## src/rtl/quad_decoder_counter.sv

```systemverilog
// Quadrature A/B decoder: synchronizes the phases, turns each legal Gray-code step into +1/-1 on a wrapping counter.
// Latency: SYNC_STAGES cycles from the first sampling edge to count/dir/step.
// Backpressure: none; cnt_en freezes the counter while decode and error detection keep running.
module quad_decoder_counter #(
    parameter int WIDTH       = 8,
    parameter int SYNC_STAGES = 2
) (
    input  logic             clk,
    input  logic             rst,
    input  logic             quad_a,
    input  logic             quad_b,
    input  logic             cnt_en,
    input  logic             clr,
    input  logic             err_clr,
    output logic [WIDTH-1:0] count,
    output logic             dir,
    output logic             step,
    output logic             err
);

    localparam logic [2:0]       WARM_CYCLES = 3'(SYNC_STAGES + 1);
    localparam logic [WIDTH-1:0] ONE         = WIDTH'(1);

    logic [SYNC_STAGES-1:0] a_sync;
    logic [SYNC_STAGES-1:0] b_sync;
    logic [1:0]             cur;
    logic [1:0]             prev;
    logic [1:0]             up_next;
    logic [2:0]             warm_cnt;
    logic                   live;
    logic                   is_up;
    logic                   is_down;
    logic                   is_bad;

    assign cur = {a_sync[SYNC_STAGES-1], b_sync[SYNC_STAGES-1]};

    // Successor of prev in the A-leads-B order 00->10->11->01->00.
    always_comb begin
        up_next = 2'b00;
        case (prev)
            2'b00:   up_next = 2'b10;
            2'b10:   up_next = 2'b11;
            2'b11:   up_next = 2'b01;
            default: up_next = 2'b00;
        endcase
    end

    // The synchronizer fill after reset can look like a double-bit jump, hence the warm-up gate.
    assign live    = (warm_cnt == WARM_CYCLES);
    assign is_bad  = live && (cur == ~prev);
    assign is_up   = live && (cur == up_next);
    assign is_down = live && (cur != prev) && !is_up && !is_bad;

    always_ff @(posedge clk) begin
        if (!rst) begin
            a_sync   <= '0;
            b_sync   <= '0;
            prev     <= 2'b00;
            warm_cnt <= 3'd0;
            count    <= '0;
            dir      <= 1'b0;
            step     <= 1'b0;
            err      <= 1'b0;
        end else begin
            a_sync <= {a_sync[SYNC_STAGES-2:0], quad_a};
            b_sync <= {b_sync[SYNC_STAGES-2:0], quad_b};
            prev   <= cur;
            if (!live) begin
                warm_cnt <= warm_cnt + 3'd1;
            end

            step <= 1'b0;
            if (clr) begin
                count <= '0;
            end else if (cnt_en && (is_up || is_down)) begin
                count <= is_up ? count + ONE : count - ONE;
                dir   <= is_up;
                step  <= 1'b1;
            end

            // A fresh illegal jump outranks a clear request in the same cycle.
            if (is_bad) begin
                err <= 1'b1;
            end else if (err_clr) begin
                err <= 1'b0;
            end
        end
    end

endmodule

```

## config.mk

```make
export PLATFORM = sky130hd
export DESIGN_NAME = quad_decoder_counter
export DESIGN_NICKNAME = d
export VERILOG_FILES = /design/src/rtl/quad_decoder_counter.sv
export SDC_FILE = /design/constraint.sdc
export NUM_CORES = 1
export LEC_CHECK = 0
export ABC_CLOCK_PERIOD_IN_PS = 2400
export BUFFER_PORTS_ARGS = -buffer_cell sky130_fd_sc_hd__buf_2
export CELL_PAD_IN_SITES_DETAIL_PLACEMENT = 2
export CELL_PAD_IN_SITES_GLOBAL_PLACEMENT = 2
export CORE_MARGIN = 4
export CORE_UTILIZATION = 29
export CTS_BUF_LIST = sky130_fd_sc_hd__clkbuf_16
export DETAILED_ROUTE_END_ITERATION = 16
export PLACE_DENSITY = 0.82
export SYNTH_ARGS = -nofsm -noshare
export SYNTH_HDL_FRONTEND = slang
export SYNTH_SLANG_ARGS = --single-unit
```

## constraint.sdc

```tcl
create_clock -name clk -period 2.4 [get_ports clk]
set_input_delay 0.36 -clock clk [delete_from_list [all_inputs] [get_ports clk]]
set_output_delay 0.36 -clock clk [all_outputs]
set_load 0.1 [all_outputs]
```

; ---- Yosys cells after proc, flatten, opt, wreduce, memory -nomap -nowiden
; Cells that the tools add are included.
[word_totals]
register_bits = 20
input_bits = 7
output_inout_bits = 11
wordCells = 38
[classes]
addsub = 3
eq_ne = 6
n_mux = 5
n_bitwise = 3
n_reduce_logical = 13
[ops]
columns = op, count
row1 = $add 8x1->8 const B, 1
row2 = $mux 8, 1
row3 = $sub 8x1->8 const B, 1
row4 = $logic_and 1x1->1, 6
row5 = $pmux 2 s3, 1
row6 = $eq 2x2->1, 2
row7 = $eq 2x2->1 const B, 2
row8 = $add 3x1->3 const B, 1
row9 = $eq 3x2->1 const B, 1
row10 = $mux 1, 3
row11 = $logic_not 1->1, 2
row12 = $logic_not 2->1, 1
row13 = $ne 2x2->1, 1
row14 = $not 1->1, 2
row15 = $not 2->2, 1
row16 = $reduce_and 2->1, 1
row17 = $reduce_bool 2->1, 1
row18 = $reduce_or 2->1, 1
row19 = $logic_or 1x1->1, 1

; ---- Depth between registers and ports, before layout
; Gate-level depths: netlist of the first run.
[logic_depth]
word_depth = 10
depth_mapped = 10
mapped_depth_nobuf = 9

; ---- Least setup slack after synthesis of the first run
; No wires, ideal clock.
[synth_path]
kind = register to register
from = register warm_cnt[0]
to = register count[7]
t_arrival_ns = 2.514
required_ns = 2.328
setup_slack_ns = -0.186
path_stages_with_launch = 11
n_path_buf = 1
cell_sequence = dfxtp_1 ha_1 ha_1 clkbuf_1 nand2_1 ha_1 a21oi_1 a211oi_1 or4_1 nand2_1 mux2i_1
[synth_between]
elab_chain_cells = 7
elab_cells_between_ends = 11
cone_classes = eq/ne (1) / mux (1) / reduce/logical (9)
[synth_lines]
columns = item, line
row1 = "start, declared", 29  ; logic [2:0] warm_cnt;
row2 = "start signal, assigned", 69  ; warm_cnt <= warm_cnt + 3'd1;
row3 = $eq 3x2->1 (*), 49  ; assign live = (warm_cnt == WARM_CYCLES);
row4 = $logic_and 1x1->1, 51  ; assign is_up = live && (cur == up_next);
row5 = $logic_not 1->1, 52  ; assign is_down = live && (cur != prev) && !is_up && !is_bad;
row6 = $logic_and 1x1->1 (2 in a row), 52
row7 = $logic_or 1x1->1, 75  ; end else if (cnt_en && (is_up || is_down)) begin
row8 = $logic_and 1x1->1, 75
row9 = "end signal, assigned", 76  ; count <= is_up ? count + ONE : count - ONE;
row10 = "end, declared", 15  ; output logic [WIDTH-1:0] count,
; Every way passes the cells marked *; elsewhere a longest branch is shown, timed or not.
; A chain may end at the register's enable or synchronous reset.

; ---- Worst setup path in the final report of the first run
[layout_path]
from = register prev[1]
to = register count[7]
[layout_between]
elab_chain_cells = 9
elab_cells_between_ends = 18
cone_classes = eq/ne (5) / mux (2) / bitwise (1) / reduce/logical (10)
[layout_lines]
columns = item, line
row1 = "start, declared", 27  ; logic [1:0] prev;
row2 = "start signal, assigned", 67  ; prev <= cur;
row3 = $eq 2x2->1 / $logic_not 2->1 (equally long branches), 40  ; case (prev)
row4 = $pmux 2 s3, 40
row5 = $eq 2x2->1, 51
row6 = $logic_and 1x1->1, 51
row7 = $logic_not 1->1, 52
row8 = $logic_and 1x1->1 (2 in a row), 52
row9 = $logic_or 1x1->1, 75
row10 = $logic_and 1x1->1, 75
; Several ways; a longest one is shown, not always the timed one.

==> load_flow_metrics.sql, run 1 <==
INSERT INTO impl_metrics (metric_group, metric, value, unit) VALUES
('outcome', 'run_status', 'completed', ''),
('placement', 'final_gp_congestion', '0.810', ''),
('worst_hold_path', 'min_path_type', 'in -> reg', ''),
('worst_hold_path', 'hold_path.startpoint', 'quad_a', ''),
('synthesis', 'ys_ff_latch', '20', ''),
('routing', 'post-route-drc-count', '0', ''),
('synthesis', 'synthCells', '111', ''),
('worst_setup_path', 'crit_path_largest_cell_delay', '0.51', 'ns'),
('placement', 'detailed_place.area', '1210', 'µm²'),
('clock_network', 'cts.reportedPaths.clkPinSlew', '0.06', 'ns'),
('die', 'die_width', '67.5', 'µm'),
('timing', 'finalWorstSetupSlack', '0.104', 'ns'),
('timing', 'maxSlewHeadroom', '0.668', ''),
('global_route', 'grtUsageMet2', '0.287', ''),
('final_layout', 'fin_nets', '153', ''),
('global_route', 'grt_max_degree', '14', ''),
('worst_setup_path', 'critPathLaunchType', 'flop', ''),
('timing', 'fin_tns_setup', '0', 'ns'),
('timing', 'grt_setup_unrepaired', 'yes', ''),
('pwr', 'sum_of_internal_switching_and_leakage_power', '0.933', 'mW'),
('routing', 'route.vias.total', '909', ''),
('global_route', 'grtUsageTotal', '0.147', ''),
('routing', 'drt-initial-drc-count', '7', ''),
('synthesis', 'synth_area_per_cell', '9.25', 'µm²'),
('placement', 'preCtsSetupSlack', '-0.121', 'ns'),
('global_route', 'grt-busiest-layer', 'met2', ''),
('clock_network', 'cts_buffer_depth', '2', ''),
('clock_network', 'clk-insertion-delay-late', '0.25', 'ns'),
('global_route', 'grt_antenna_before_repair', '0', ''),
('clock_network', 'cts.sink_count', '20', ''),
('die', 'die_height', '67.5', 'µm'),
('synthesis', 'synth.distinct_cells', '32', ''),
('pwr', 'worst_ir_drop_vdd', '0.241', 'mV'),
('pwr', 'leakage', '0.591', 'nW'),
('final_layout', 'num-fill-cells', '364', ''),
('routing', 'postRouteWirelength', '3010', 'µm'),
('routing', 'via_per_inst', '4.99', ''),
('clock_network', 'cts-htree-levels', '1', ''),
('die', 'number_of_placed_i_o_pins', '18', ''),
('worst_setup_path', 'category_of_the_critical_setup_timing_path', 'reg -> reg', ''),
('timing', 'final_max_slew_viol_count', '0', ''),
('timing', 'final_hold_violating_endpoints', '0', ''),
('final_layout', 'n_antenna_cell', '0', ''),
('clock_network', 'ctsHoldBuffers', '0', ''),
('routing', 'drt-pass1-iter-count', '2', ''),
('worst_setup_path', 'critPathArrivalTime', '2.48', 'ns'),
('timing', 'tightest_slew', '0.501', 'ns'),
('clock_network', 'ctsRootBufferMaster', 'sky130_fd_sc_hd__clkbuf_16', ''),
('worst_setup_path', 'cp_data_required_time', '2.58', 'ns'),
('timing', 'max_clock_freq', '0.436', 'GHz'),
('final_layout', 'final_core_utilization', '0.410', ''),
('die', 'die-area', '4560', 'µm²'),
('final_layout', 'share_of_layout_cells_above_drive_strength_1', '0.316', ''),
('worst_setup_path', 'r2r_start', 'prev[1]$_SDFF_PN0_', ''),
('worst_setup_path', 'critPathMostFrequentCell', 'sky130_fd_sc_hd__nand2_1', ''),
('clock_network', 'number_of_clock_buffers_inserted_by_tritoncts', '3', ''),
('die', 'floorplan.initialDensity', '0.303', ''),
('worst_setup_path', 'reg2reg_setup_slack', '0.10', 'ns'),
('worst_setup_path', 'worstSetupEndpointType', 'flop', ''),
('worst_setup_path', 'worst-path-max-fanout', '8', ''),
('final_layout', 'area_growth', '35.4', '%'),
('global_route', 'grt_util_met3', '0.0266', ''),
('timing', 'fin_crit_sh', '0.957', ''),
('timing', 'setup_violations', '0', ''),
('global_route', 'grt_first_pass_wirelength', '5000', 'µm'),
('routing', 'route.detailed.wl_per_inst', '16.5', 'µm'),
('routing', 'drt.antenna.violating_nets', '0', ''),
('worst_setup_path', 'crit_path_start', 'prev[1]$_SDFF_PN0_', ''),
('die', 'core', '3390', 'µm²'),
('timing', 'layout_min_cycle_time', '2.30', 'ns'),
('synthesis', 'proportion_of_synthesized_chip_area_in_sequential_cells', '0.390', '');
==> through the flow <==
stage / instances / hold WS [ns]
global route: 182 / 0.329
finish: 182 / 0.310
detailed placement: 177 / 0.431
global placement: 177 / 0.419
floorplan: 111 / 0.412
CTS: 182 / 0.309
==> power by group <==
part           leakage, nW  internal (mW)  switching, mW
Sequential           0.164          0.348         0.0105
Combinational        0.376         0.0508         0.0630
Clock               0.0511          0.331          0.129
Total                0.591          0.730          0.203
==> state kept, by name (all words and copies together) (netlist names) <==
name,count
b_sync,2
dir,1
prev,2
step,1
count,8
warm_cnt,3
err,1
a_sync,2
==> path summary, 6_finish.rpt <==
path	end	cells after the start
worst max register to register	count[7]$_SDFFE_PP0P_	9
worst max-delay path	count[7]$_SDFFE_PP0P_	9
worst min-delay path	a_sync[0]$_SDFF_PN0_	2
worst min register to register	b_sync[1]$_SDFF_PN0_	1
==> critical path: cells and delay by family (launching register included) <==
| kind | cells | cell delay (ns) |
|---|---|---|
| AOI/OAI and AO/OA | 1 | 0.07 |
| DFF | 1 | 0.39 |
| xor gates and xnor gates | 1 | 0.14 |
| and+or+nand+nor | 5 | 1.08 |
| muxes | 1 | 0.17 |
| adders and majority gates | 1 | 0.37 |
==> synth_stat cells (all sizes together) <==
cell	instances	area [µm²]
or2	1	6.26
or4	2	15.0
or3	1	6.26
mux2i	2	20.0
nand2	14	52.6
and2	8	50.1
a211o	1	8.76
nand2b	3	18.8
xor2	3	26.3
nor2	4	15.0
a211oi	3	22.5
clkbuf	2	7.51
a32oi	1	8.76
a21o	1	7.51
a21boi	1	7.51
buf	1	5.00
a21oi	8	40.0
o2bb2ai	1	8.76
inv	2	7.51
o21ai	4	20.0
dfxtp	20	400
nand4	1	6.26
o21bai	1	7.51
nor2b	5	31.3
o211ai	1	7.51
nand3	3	15.0
o2111ai	1	8.76
xnor2	7	76.3
fa	1	20.0
ha	8	100
==> routing by layer <==
layer	routed length, µm	vias to the layer above
met5	0	-
met4	26	0
met3	79	4
met2	1630	16
met1	1270	454
li1	-	435
==> what timing repair did <==
action                                  4_1_cts  5_1_grt
pin swaps                                     1        1
hold endpoints to repair                      0        0
endpoints found under the setup margin        2        3
resized for setup                             6        7
buffers inserted                              1        0
==> cell type report <==
| class | count | area (µm²) | share of cell area |
|---|---|---|---|
| multi-input combinational | 86 | 681 | 0.489 |
| sequential | 20 | 403 | 0.290 |
| timing repair buffer | 24 | 138 | 0.0989 |
| clock buffer | 3 | 75.1 | 0.0540 |
| tap | 46 | 57.6 | 0.0414 |
| clock inverter | 1 | 30.0 | 0.0216 |
| inverter | 2 | 7.51 | 0.00540 |
==> placed cells by master, fill, tap and decap left out, types with 2 or more instances in the layout <==
master / n
sky130_fd_sc_hd__a211oi_1: 2
sky130_fd_sc_hd__a21oi_1: 5
sky130_fd_sc_hd__a21oi_2: 3
sky130_fd_sc_hd__and2_1: 8
sky130_fd_sc_hd__buf_2: 17
sky130_fd_sc_hd__buf_4: 7
sky130_fd_sc_hd__clkbuf_16: 3
sky130_fd_sc_hd__dfxtp_1: 18
sky130_fd_sc_hd__dfxtp_2: 2
sky130_fd_sc_hd__ha_1: 4
sky130_fd_sc_hd__ha_4: 3
sky130_fd_sc_hd__inv_1: 2
sky130_fd_sc_hd__mux2i_1: 2
sky130_fd_sc_hd__nand2_1: 13
sky130_fd_sc_hd__nand2b_1: 3
sky130_fd_sc_hd__nand3_1: 3
sky130_fd_sc_hd__nor2_1: 4
sky130_fd_sc_hd__nor2b_1: 4
sky130_fd_sc_hd__o21ai_0: 3
sky130_fd_sc_hd__or4_1: 2
sky130_fd_sc_hd__xnor2_1: 5
sky130_fd_sc_hd__xnor2_2: 2
sky130_fd_sc_hd__xor2_1: 3
==> cells by family after synthesis <==
group,Yosys count,synth area share
XOR/XNOR,10,0.0999
adder cells (fa/ha/maj),9,0.117
AO/OA/AOI/OAI,23,0.144
AND/OR/NAND/NOR,42,0.211
buffers and inverters,5,0.0195
flip-flops,20,0.390
multiplexers,2,0.0195
No activity file was read; power rests on OpenSTA's default activity.
==> inputs of run 2 (changes only) <==
--- a/config.mk
+++ b/config.mk
@@ -5,15 +5,15 @@
 export SDC_FILE = /design/constraint.sdc
 export NUM_CORES = 1
 export LEC_CHECK = 0
+export ABC_AREA = 1
 export ABC_CLOCK_PERIOD_IN_PS = 2400
 export BUFFER_PORTS_ARGS = -buffer_cell sky130_fd_sc_hd__buf_2
 export CELL_PAD_IN_SITES_DETAIL_PLACEMENT = 2
 export CELL_PAD_IN_SITES_GLOBAL_PLACEMENT = 2
-export CORE_MARGIN = 4
-export CORE_UTILIZATION = 29
+export CORE_UTILIZATION = 27
 export CTS_BUF_LIST = sky130_fd_sc_hd__clkbuf_16
 export DETAILED_ROUTE_END_ITERATION = 16
-export PLACE_DENSITY = 0.82
+export PLACE_DENSITY = 0.83
 export SYNTH_ARGS = -nofsm -noshare
 export SYNTH_HDL_FRONTEND = slang
 export SYNTH_SLANG_ARGS = --single-unit
==> load_flow_metrics.sql, run 2 <==
INSERT INTO impl_metrics (metric_group, metric, value, unit) VALUES
('worst_hold_path', 'min_delay_worst_endpoint', 'b_sync[0]$_SDFF_PN0_', ''),
('placement', 'final_gp_congestion', '0.764', ''),
('final_layout', 'top_regs', 'count (8), warm_cnt (3)', ''),
('timing', 'maxSlewHeadroom', '0.618', ''),
('die', 'std_cell_rows', '22', ''),
('routing', 'drt-pass1-iter-count', '4', ''),
('global_route', 'number_of_global_route_vias_before_repair', '1190', ''),
('synthesis', 'yosysWarningCount', '0', ''),
('placement', 'port_buffers', '17', ''),
('final_layout', 'number_of_flip_flops_under_the_largest_register_name', '8', ''),
('routing', 'route.detailed.wl_per_inst', '19.4', 'µm'),
('clock_network', 'clk-insertion-delay-late', '0.26', 'ns'),
('synthesis', 'synth-async-reset-ratio', '0', ''),
('clock_network', 'cts.reportedPaths.clkPinSlew', '0.06', 'ns'),
('timing', 'finalWorstSetupSlack', '-0.00470', 'ns'),
('final_layout', 'fin_nets', '195', ''),
('routing', 'drt.antenna.violating_nets', '0', ''),
('routing', 'drt-initial-drc-count', '43', ''),
('timing', 'layout_min_cycle_time', '2.40', 'ns'),
('timing', 'max_clock_freq', '0.416', 'GHz'),
('worst_setup_path', 'category_of_the_critical_setup_timing_path', 'reg -> reg', ''),
('synthesis', 'yosys-top-cells-count', 'sky130_fd_sc_hd__nand2_1 (38), sky130_fd_sc_hd__dfxtp_1 (20), sky130_fd_sc_hd__inv_1 (20)', ''),
('final_layout', 'regMostFlops', 'count', ''),
('synthesis', 'syn-cell-area', '1070', 'µm²'),
('clock_network', 'ctsRootBufferMaster', 'sky130_fd_sc_hd__clkbuf_16', ''),
('final_layout', 'final_core_utilization', '0.407', ''),
('final_layout', 'n_antenna_cell', '0', ''),
('placement', 'preCtsSetupSlack', '-0.0659', 'ns'),
('routing', 'postRouteWirelength', '4370', 'µm'),
('synthesis', 'synth_area_leader_cell', 'sky130_fd_sc_hd__dfxtp_1', ''),
('worst_setup_path', 'r2r_start', 'warm_cnt[0]$_SDFFE_PN0P_', ''),
('placement', 'detailed_place.area', '1210', 'µm²'),
('flow_run', 'max_cap_violations', '0', ''),
('final_layout', 'num-fill-cells', '447', ''),
('synthesis', 'netlist_top_cells_area', 'sky130_fd_sc_hd__dfxtp_1 (37%), sky130_fd_sc_hd__nand2_1 (13%), sky130_fd_sc_hd__ha_1 (9.3%)', ''),
('worst_setup_path', 'critPathMostFrequentCell', 'sky130_fd_sc_hd__ha_4', ''),
('timing', 'final_max_slew_viol_count', '0', ''),
('die', 'die-area', '4240', 'µm²'),
('worst_setup_path', 'worstSetupEndpointType', 'flop', ''),
('die', 'core', '3740', 'µm²'),
('synthesis', 'synth_ff_type', 'sky130_fd_sc_hd__dfxtp_1', ''),
('clock_network', 'ctsHoldBuffers', '0', ''),
('timing', 'final_hold_violating_endpoints', '0', ''),
('die', 'die_height', '65.1', 'µm'),
('synthesis', 'edff_count_synth', '0', ''),
('routing', 'via_per_inst', '5.04', ''),
('worst_setup_path', 'crit_path_largest_cell_delay', '0.38', 'ns'),
('die', 'die_width', '65.1', 'µm'),
('pwr', 'leakage', '0.699', 'nW'),
('routing', 'post-route-drc-count', '0', ''),
('timing', 'final.setup_skew', '0.00383', 'ns'),
('outcome', 'run_status', 'finished with violations', ''),
('clock_network', 'cts-htree-levels', '1', ''),
('worst_setup_path', 'critical-path-slowest-cell', 'sky130_fd_sc_hd__dfxtp_2', ''),
('worst_setup_path', 'worst_r2r_endpoint', 'count[7]$_SDFFE_PP0P_', ''),
('final_layout', 'mostFrequentLayoutCells', 'sky130_fd_sc_hd__nand2_1 (32), sky130_fd_sc_hd__inv_1 (18), sky130_fd_sc_hd__dfxtp_1 (17), sky130_fd_sc_hd__buf_2 (17), sky130_fd_sc_hd__nor2_1 (13)', ''),
('global_route', 'grtUsageTotal', '0.189', ''),
('clock_network', 'tritoncts', 'yes', ''),
('synthesis', 'synth.top_cell.area_share', '0.373', ''),
('clock_network', 'number_of_clock_buffers_inserted_by_tritoncts', '3', ''),
('worst_setup_path', 'worst-path-max-fanout', '8', ''),
('die', 'number_of_placed_i_o_pins', '18', ''),
('final_layout', 'post-route-cell-area', '1520', 'µm²'),
('synthesis', 'synth_area_per_cell', '7.17', 'µm²'),
('worst_setup_path', 'register_to_register_path_depth', '14', ''),
('final_layout', 'share_of_layout_cells_above_drive_strength_1', '0.362', ''),
('global_route', 'grt_overflow_total', '0', ''),
('placement', 'dpl.cell_count', '214', ''),
('routing', 'route.vias.total', '1134', ''),
('worst_setup_path', 'cp_data_required_time', '2.59', 'ns'),
('pwr', 'sum_of_internal_switching_and_leakage_power', '0.865', 'mW'),
('outcome', 'violations', 'setup timing', ''),
('synthesis', 'synth.distinct_cells', '23', ''),
('clock_network', 'cts.sink_count', '20', ''),
('placement', 'dp_hpwl', '2350', 'µm'),
('final_layout', 'area_growth', '41.8', '%'),
('timing', 'setup_violations', '1', ''),
('synthesis', 'synth_most_common_cell', 'sky130_fd_sc_hd__nand2_1', ''),
('synthesis', 'ys_ff_latch', '20', ''),
('pwr', 'worst_ir_drop_vdd', '0.247', 'mV'),
('global_route', 'grt_antenna_before_repair', '0', ''),
('clock_network', 'cts_buffer_depth', '2', ''),
('synthesis', 'proportion_of_synthesized_chip_area_in_sequential_cells', '0.373', ''),
('worst_hold_path', 'hold_path.startpoint', 'quad_b', ''),
('worst_setup_path', 'critical_path.cell_chain', 'ha_4 -> ha_4 -> nand3_4 -> nor2_4 -> clkinv_4 -> ha_4 -> nand2_1 -> nor2_2 -> nand3_4 -> nand3_1 -> nand3_2 -> nand2_2 -> nand2_1 -> nor2_1', ''),
('worst_setup_path', 'critPathLaunchType', 'flop', ''),
('final_layout', 'most_common_cell_after_layout_fill_and_taps_aside', 'sky130_fd_sc_hd__nand2_1', ''),
('synthesis', 'synthCells', '150', ''),
('global_route', 'grt_first_pass_wirelength', '5910', 'µm'),
('global_route', 'grt_max_degree', '14', ''),
('timing', 'tightest_slew', '0.570', 'ns'),
('pwr', 'p_per_area', '567', 'nW/µm²'),
('synthesis', 'syn-num-nets', '166', ''),
('worst_setup_path', 'reg2reg_setup_slack', '-0.005', 'ns'),
('worst_hold_path', 'min_path_type', 'in -> reg', ''),
('die', 'floorplan.initialDensity', '0.287', ''),
('worst_hold_path', 'worst_hold_path.num_cells', '3', ''),
('worst_setup_path', 'critPathArrivalTime', '2.59', 'ns'),
('final_layout', 'layout.cells.non_filler', '225', ''),
('timing', 'fin_crit_sh', '1.00', '');
run 2: where the power goes:
group / leakage, nW / internal [mW] / total (mW) / switching (mW)
Clock: 0.0370 / 0.220 / 0.351 / 0.131
Combinational: 0.498 / 0.0552 / 0.144 / 0.0885
Sequential: 0.164 / 0.351 / 0.370 / 0.0190
run 2: timing repair:
action | in CTS | in global routing
setup buffers | 1 | 7
gates resized for setup | 11 | 26
endpoints found under the setup margin | 4 | 3
pin swaps | 1 | 10
run 2: cell type report:
type / instances / area, µm² / area share
Tap cell: 48 / 60.1 / 0.0394
Clock buffer: 3 / 75.1 / 0.0493
Multi-Input combinational cell: 106 / 744 / 0.489
Sequential cell: 20 / 404 / 0.265
Timing Repair Buffer: 26 / 153 / 0.100
Inverter: 22 / 87.6 / 0.0575
run 2: cells by family (layout without fill, tap and decap cells):
kind of cell / after synthesis / after routing / share of synthesized area
AND/OR/NAND/NOR: 68 / 68 / 0.270
buffers and inverters: 24 / 51 / 0.0908
adder cells (fa/ha/maj): 9 / 9 / 0.112
AO/OA/AOI/OAI: 25 / 25 / 0.122
XOR/XNOR: 4 / 4 / 0.0326
flip-flops: 20 / 20 / 0.373
run 2: per-stage QoR:
stage,TNS [ns],hold slack [ns]
global route,-0.370,0.315
detailed placement,-0.0965,0.420
finish,-0.00470,0.298
global placement,0,0.395
floorplan,0,0.390
CTS,0,0.300
run 2: routing by layer:
layer,part of all wire,routed length [µm],vias up,global-route usage
met1,0.41,1790,563,0.216
met5,0,0,-,0
met4,0.034,148,0,0.0842
li1,-,-,530,-
met2,0.53,2320,27,0.353
met3,0.026,112,14,0.0174
run 2: how the worst max path moves through the flow:
| stage | from | to | slack, ns | cells past startpoint |
|---|---|---|---|---|
| 6_report | warm_cnt[0]$_SDFFE_PN0P_ | count[7]$_SDFFE_PP0P_ | -0.005 | 14 |
| 2_1_floorplan | warm_cnt[0]$_SDFFE_PN0P_ | count[5]$_SDFFE_PP0P_ | 0.17 | 13 |
| 3_5_place_dp | warm_cnt[0]$_SDFFE_PN0P_ | count[7]$_SDFFE_PP0P_ | -0.07 | 14 |
| 4_1_cts | warm_cnt[0]$_SDFFE_PN0P_ | count[7]$_SDFFE_PP0P_ | 0.009 | 15 |
| 5_1_grt | b_sync[1]$_SDFF_PN0_ | count[7]$_SDFFE_PP0P_ | -0.14 | 14 |
| 3_3_place_gp | warm_cnt[0]$_SDFFE_PN0P_ | count[5]$_SDFFE_PP0P_ | 0.10 | 13 |
run 2: critical path, delay by kind of cell, from the launching register on:
kind / cells / cell delay (ns)
AND/OR/NAND/NOR: 10 / 1.16
adder cells (fa/ha/maj): 3 / 0.63
flip-flops: 1 / 0.38
buffers and inverters: 1 / 0.16
==> inputs of run 3 (changes only) <==
--- a/config.mk
+++ b/config.mk
@@ -14,6 +14,7 @@
 export CTS_BUF_LIST = sky130_fd_sc_hd__clkbuf_16
 export DETAILED_ROUTE_END_ITERATION = 16
 export PLACE_DENSITY = 0.83
+export REMOVE_ABC_BUFFERS = 1
 export SYNTH_ARGS = -nofsm -noshare
 export SYNTH_HDL_FRONTEND = slang
 export SYNTH_SLANG_ARGS = --single-unit
==> load_flow_metrics.sql, run 3 (same netlist as run 2, synthesis figures left out) <==
INSERT INTO impl_metrics (metric_group, metric, value, unit) VALUES
('clock_network', 'cts.reportedPaths.clkPinSlew', '0.06', 'ns'),
('worst_setup_path', 'worst-path-max-fanout', '8', ''),
('outcome', 'run_status', 'completed', ''),
('global_route', 'grt-busiest-layer', 'met2', ''),
('die', 'die-area', '4240', 'µm²'),
('timing', 'final_hold_violating_endpoints', '0', ''),
('clock_network', 'number_of_clock_buffers_inserted_by_tritoncts', '3', ''),
('clock_network', 'clk-insertion-delay-late', '0.26', 'ns'),
('pwr', 'leakage', '0.673', 'nW'),
('routing', 'route.vias.total', '1071', ''),
('global_route', 'grtUsageTotal', '0.194', ''),
('placement', 'final_gp_congestion', '0.778', ''),
('timing', 'setup_violations', '0', ''),
('global_route', 'grt_antenna_before_repair', '0', ''),
('die', 'floorplan.initialDensity', '0.287', ''),
('global_route', 'grt_util_met3', '0.0243', ''),
('die', 'die_height', '65.1', 'µm'),
('clock_network', 'tritoncts', 'yes', ''),
('worst_setup_path', 'critPathArrivalTime', '2.52', 'ns'),
('final_layout', 'final_core_utilization', '0.381', ''),
('timing', 'max_clock_freq', '0.431', 'GHz'),
('pwr', 'p_per_area', '668', 'nW/µm²'),
('final_layout', 'mostFrequentLayoutCells', 'sky130_fd_sc_hd__nand2_1 (37), sky130_fd_sc_hd__inv_1 (19), sky130_fd_sc_hd__dfxtp_1 (17), sky130_fd_sc_hd__buf_2 (17), sky130_fd_sc_hd__nor2_1 (14)', ''),
('worst_setup_path', 'worstSetupEndpointType', 'flop', ''),
('worst_setup_path', 'category_of_the_critical_setup_timing_path', 'reg -> reg', ''),
('clock_network', 'cts.sink_count', '20', ''),
('routing', 'drt-initial-drc-count', '37', ''),
('routing', 'post-route-drc-count', '0', ''),
('routing', 'drt-pass1-iter-count', '4', ''),
('clock_network', 'cts-htree-levels', '1', ''),
('routing', 'via_per_inst', '4.89', ''),
('timing', 'tightest_slew', '0.638', 'ns'),
('global_route', 'grtUsageMet2', '0.383', ''),
('timing', 'grt_setup_unrepaired', 'yes', ''),
('placement', 'port_buffers', '17', ''),
('clock_network', 'ctsRootBufferMaster', 'sky130_fd_sc_hd__clkbuf_16', ''),
('final_layout', 'top_regs', 'count (8), warm_cnt (3)', ''),
('final_layout', 'area_growth', '32.8', '%'),
('timing', 'final_max_slew_viol_count', '0', ''),
('routing', 'drt.antenna.violating_nets', '0', ''),
('timing', 'final.setup_skew', '0.00467', 'ns'),
('global_route', 'gr_util_met1', '0.212', ''),
('pwr', 'sum_of_internal_switching_and_leakage_power', '0.954', 'mW'),
('worst_setup_path', 'critPathLaunchType', 'flop', ''),
('die', 'std_cell_rows', '22', ''),
('final_layout', 'fin_nets', '188', ''),
('die', 'number_of_placed_i_o_pins', '18', ''),
('timing', 'layout_min_cycle_time', '2.32', 'ns'),
('final_layout', 'most_common_cell_after_layout_fill_and_taps_aside', 'sky130_fd_sc_hd__nand2_1', ''),
('final_layout', 'number_of_flip_flops_under_the_largest_register_name', '8', ''),
('final_layout', 'regMostFlops', 'count', ''),
('clock_network', 'cts_buffer_depth', '2', ''),
('global_route', 'grt_overflow_total', '0', ''),
('timing', 'maxSlewHeadroom', '0.573', ''),
('global_route', 'grt_max_degree', '14', ''),
('worst_setup_path', 'cp_data_required_time', '2.60', 'ns'),
('timing', 'fin_crit_sh', '0.966', ''),
('global_route', 'grt_first_pass_wirelength', '6100', 'µm'),
('flow_run', 'max_cap_violations', '0', ''),
('final_layout', 'share_of_layout_cells_above_drive_strength_1', '0.269', ''),
('placement', 'dp_hpwl', '2270', 'µm'),
('global_route', 'number_of_global_route_vias_before_repair', '1210', ''),
('die', 'die_width', '65.1', 'µm'),
('worst_hold_path', 'min_path_type', 'in -> reg', ''),
('routing', 'route.detailed.wl_per_inst', '17.0', 'µm'),
('placement', 'preCtsSetupSlack', '-0.0378', 'ns'),
('final_layout', 'n_antenna_cell', '0', ''),
('timing', 'finalWorstSetupSlack', '0.0814', 'ns'),
('die', 'core', '3740', 'µm²'),
('routing', 'postRouteWirelength', '3730', 'µm'),
('pwr', 'worst_ir_drop_vdd', '0.342', 'mV');
-- run 3: power by group --
| group | internal (mW) | leakage, nW | total [mW] | switching [mW] |
|---|---|---|---|---|
| Sequential | 0.350 | 0.164 | 0.364 | 0.0141 |
| Combinational | 0.0397 | 0.459 | 0.116 | 0.0767 |
| Clock | 0.331 | 0.0511 | 0.473 | 0.142 |
-- run 3: area by class of cell --
cell class | count | area [µm²]
Clock buffer | 3 | 75.1
Clock inverter | 1 | 30.0
Fill cell | 455 | 2320
Inverter | 22 | 85.1
Multi-Input combinational cell | 106 | 673
Sequential cell | 20 | 404
Tap cell | 48 | 60.1
Timing Repair Buffer | 19 | 100
-- run 3: per-stage QoR --
step	setup TNS [ns]	cell area, µm²	std cells	hold WS, ns
floorplan	0	1060	148	0.390
global placement	0	1210	214	0.397
detailed placement	-0.0570	1210	214	0.414
CTS	0	1400	219	0.288
global route	-0.0462	1430	219	0.310
finish	0	1430	219	0.286
-- run 3: worst paths after layout --
check,startpoint,end,slack [ns],cells after the start
hold reg to reg,b_sync[0]$_SDFF_PN0_,b_sync[1]$_SDFF_PN0_,0.43,2
setup / recovery,warm_cnt[1]$_SDFFE_PN0P_,count[7]$_SDFFE_PP0P_,0.08,15
hold / removal,quad_b,b_sync[0]$_SDFF_PN0_,0.29,3
setup reg to reg,warm_cnt[1]$_SDFFE_PN0P_,count[7]$_SDFFE_PP0P_,0.08,15
-- run 3: what timing repair did --
action,4_1_cts,5_1_grt
hold buffers,0,0
setup buffers,1,0
pin swaps,2,3
gates resized for setup,11,9
hold endpoints to repair,0,0
setup endpoints to repair,2,3
-- run 3: critical path: stages (launching register included) --
cell	delay [ns]
sky130_fd_sc_hd__dfxtp_2	0.34
sky130_fd_sc_hd__ha_1	0.16
sky130_fd_sc_hd__ha_2	0.19
sky130_fd_sc_hd__nand3_2	0.10
sky130_fd_sc_hd__nor2_4	0.14
sky130_fd_sc_hd__inv_4	0.11
sky130_fd_sc_hd__ha_4	0.25
sky130_fd_sc_hd__nand2_1	0.12
sky130_fd_sc_hd__nand2_2	0.11
sky130_fd_sc_hd__a21oi_4	0.16
sky130_fd_sc_hd__nand2_1	0.09
sky130_fd_sc_hd__nand2_1	0.08
sky130_fd_sc_hd__nand3_1	0.13
sky130_fd_sc_hd__nand2_1	0.12
sky130_fd_sc_hd__nand2_1	0.06
sky130_fd_sc_hd__nor2_1	0.10
-- run 3: layer usage --
layer | wire length, µm | part of all wire
met3 | 76 | 0.020
met1 | 1560 | 0.42
met2 | 2020 | 0.54
met4 | 65 | 0.017
met5 | 0 | 0
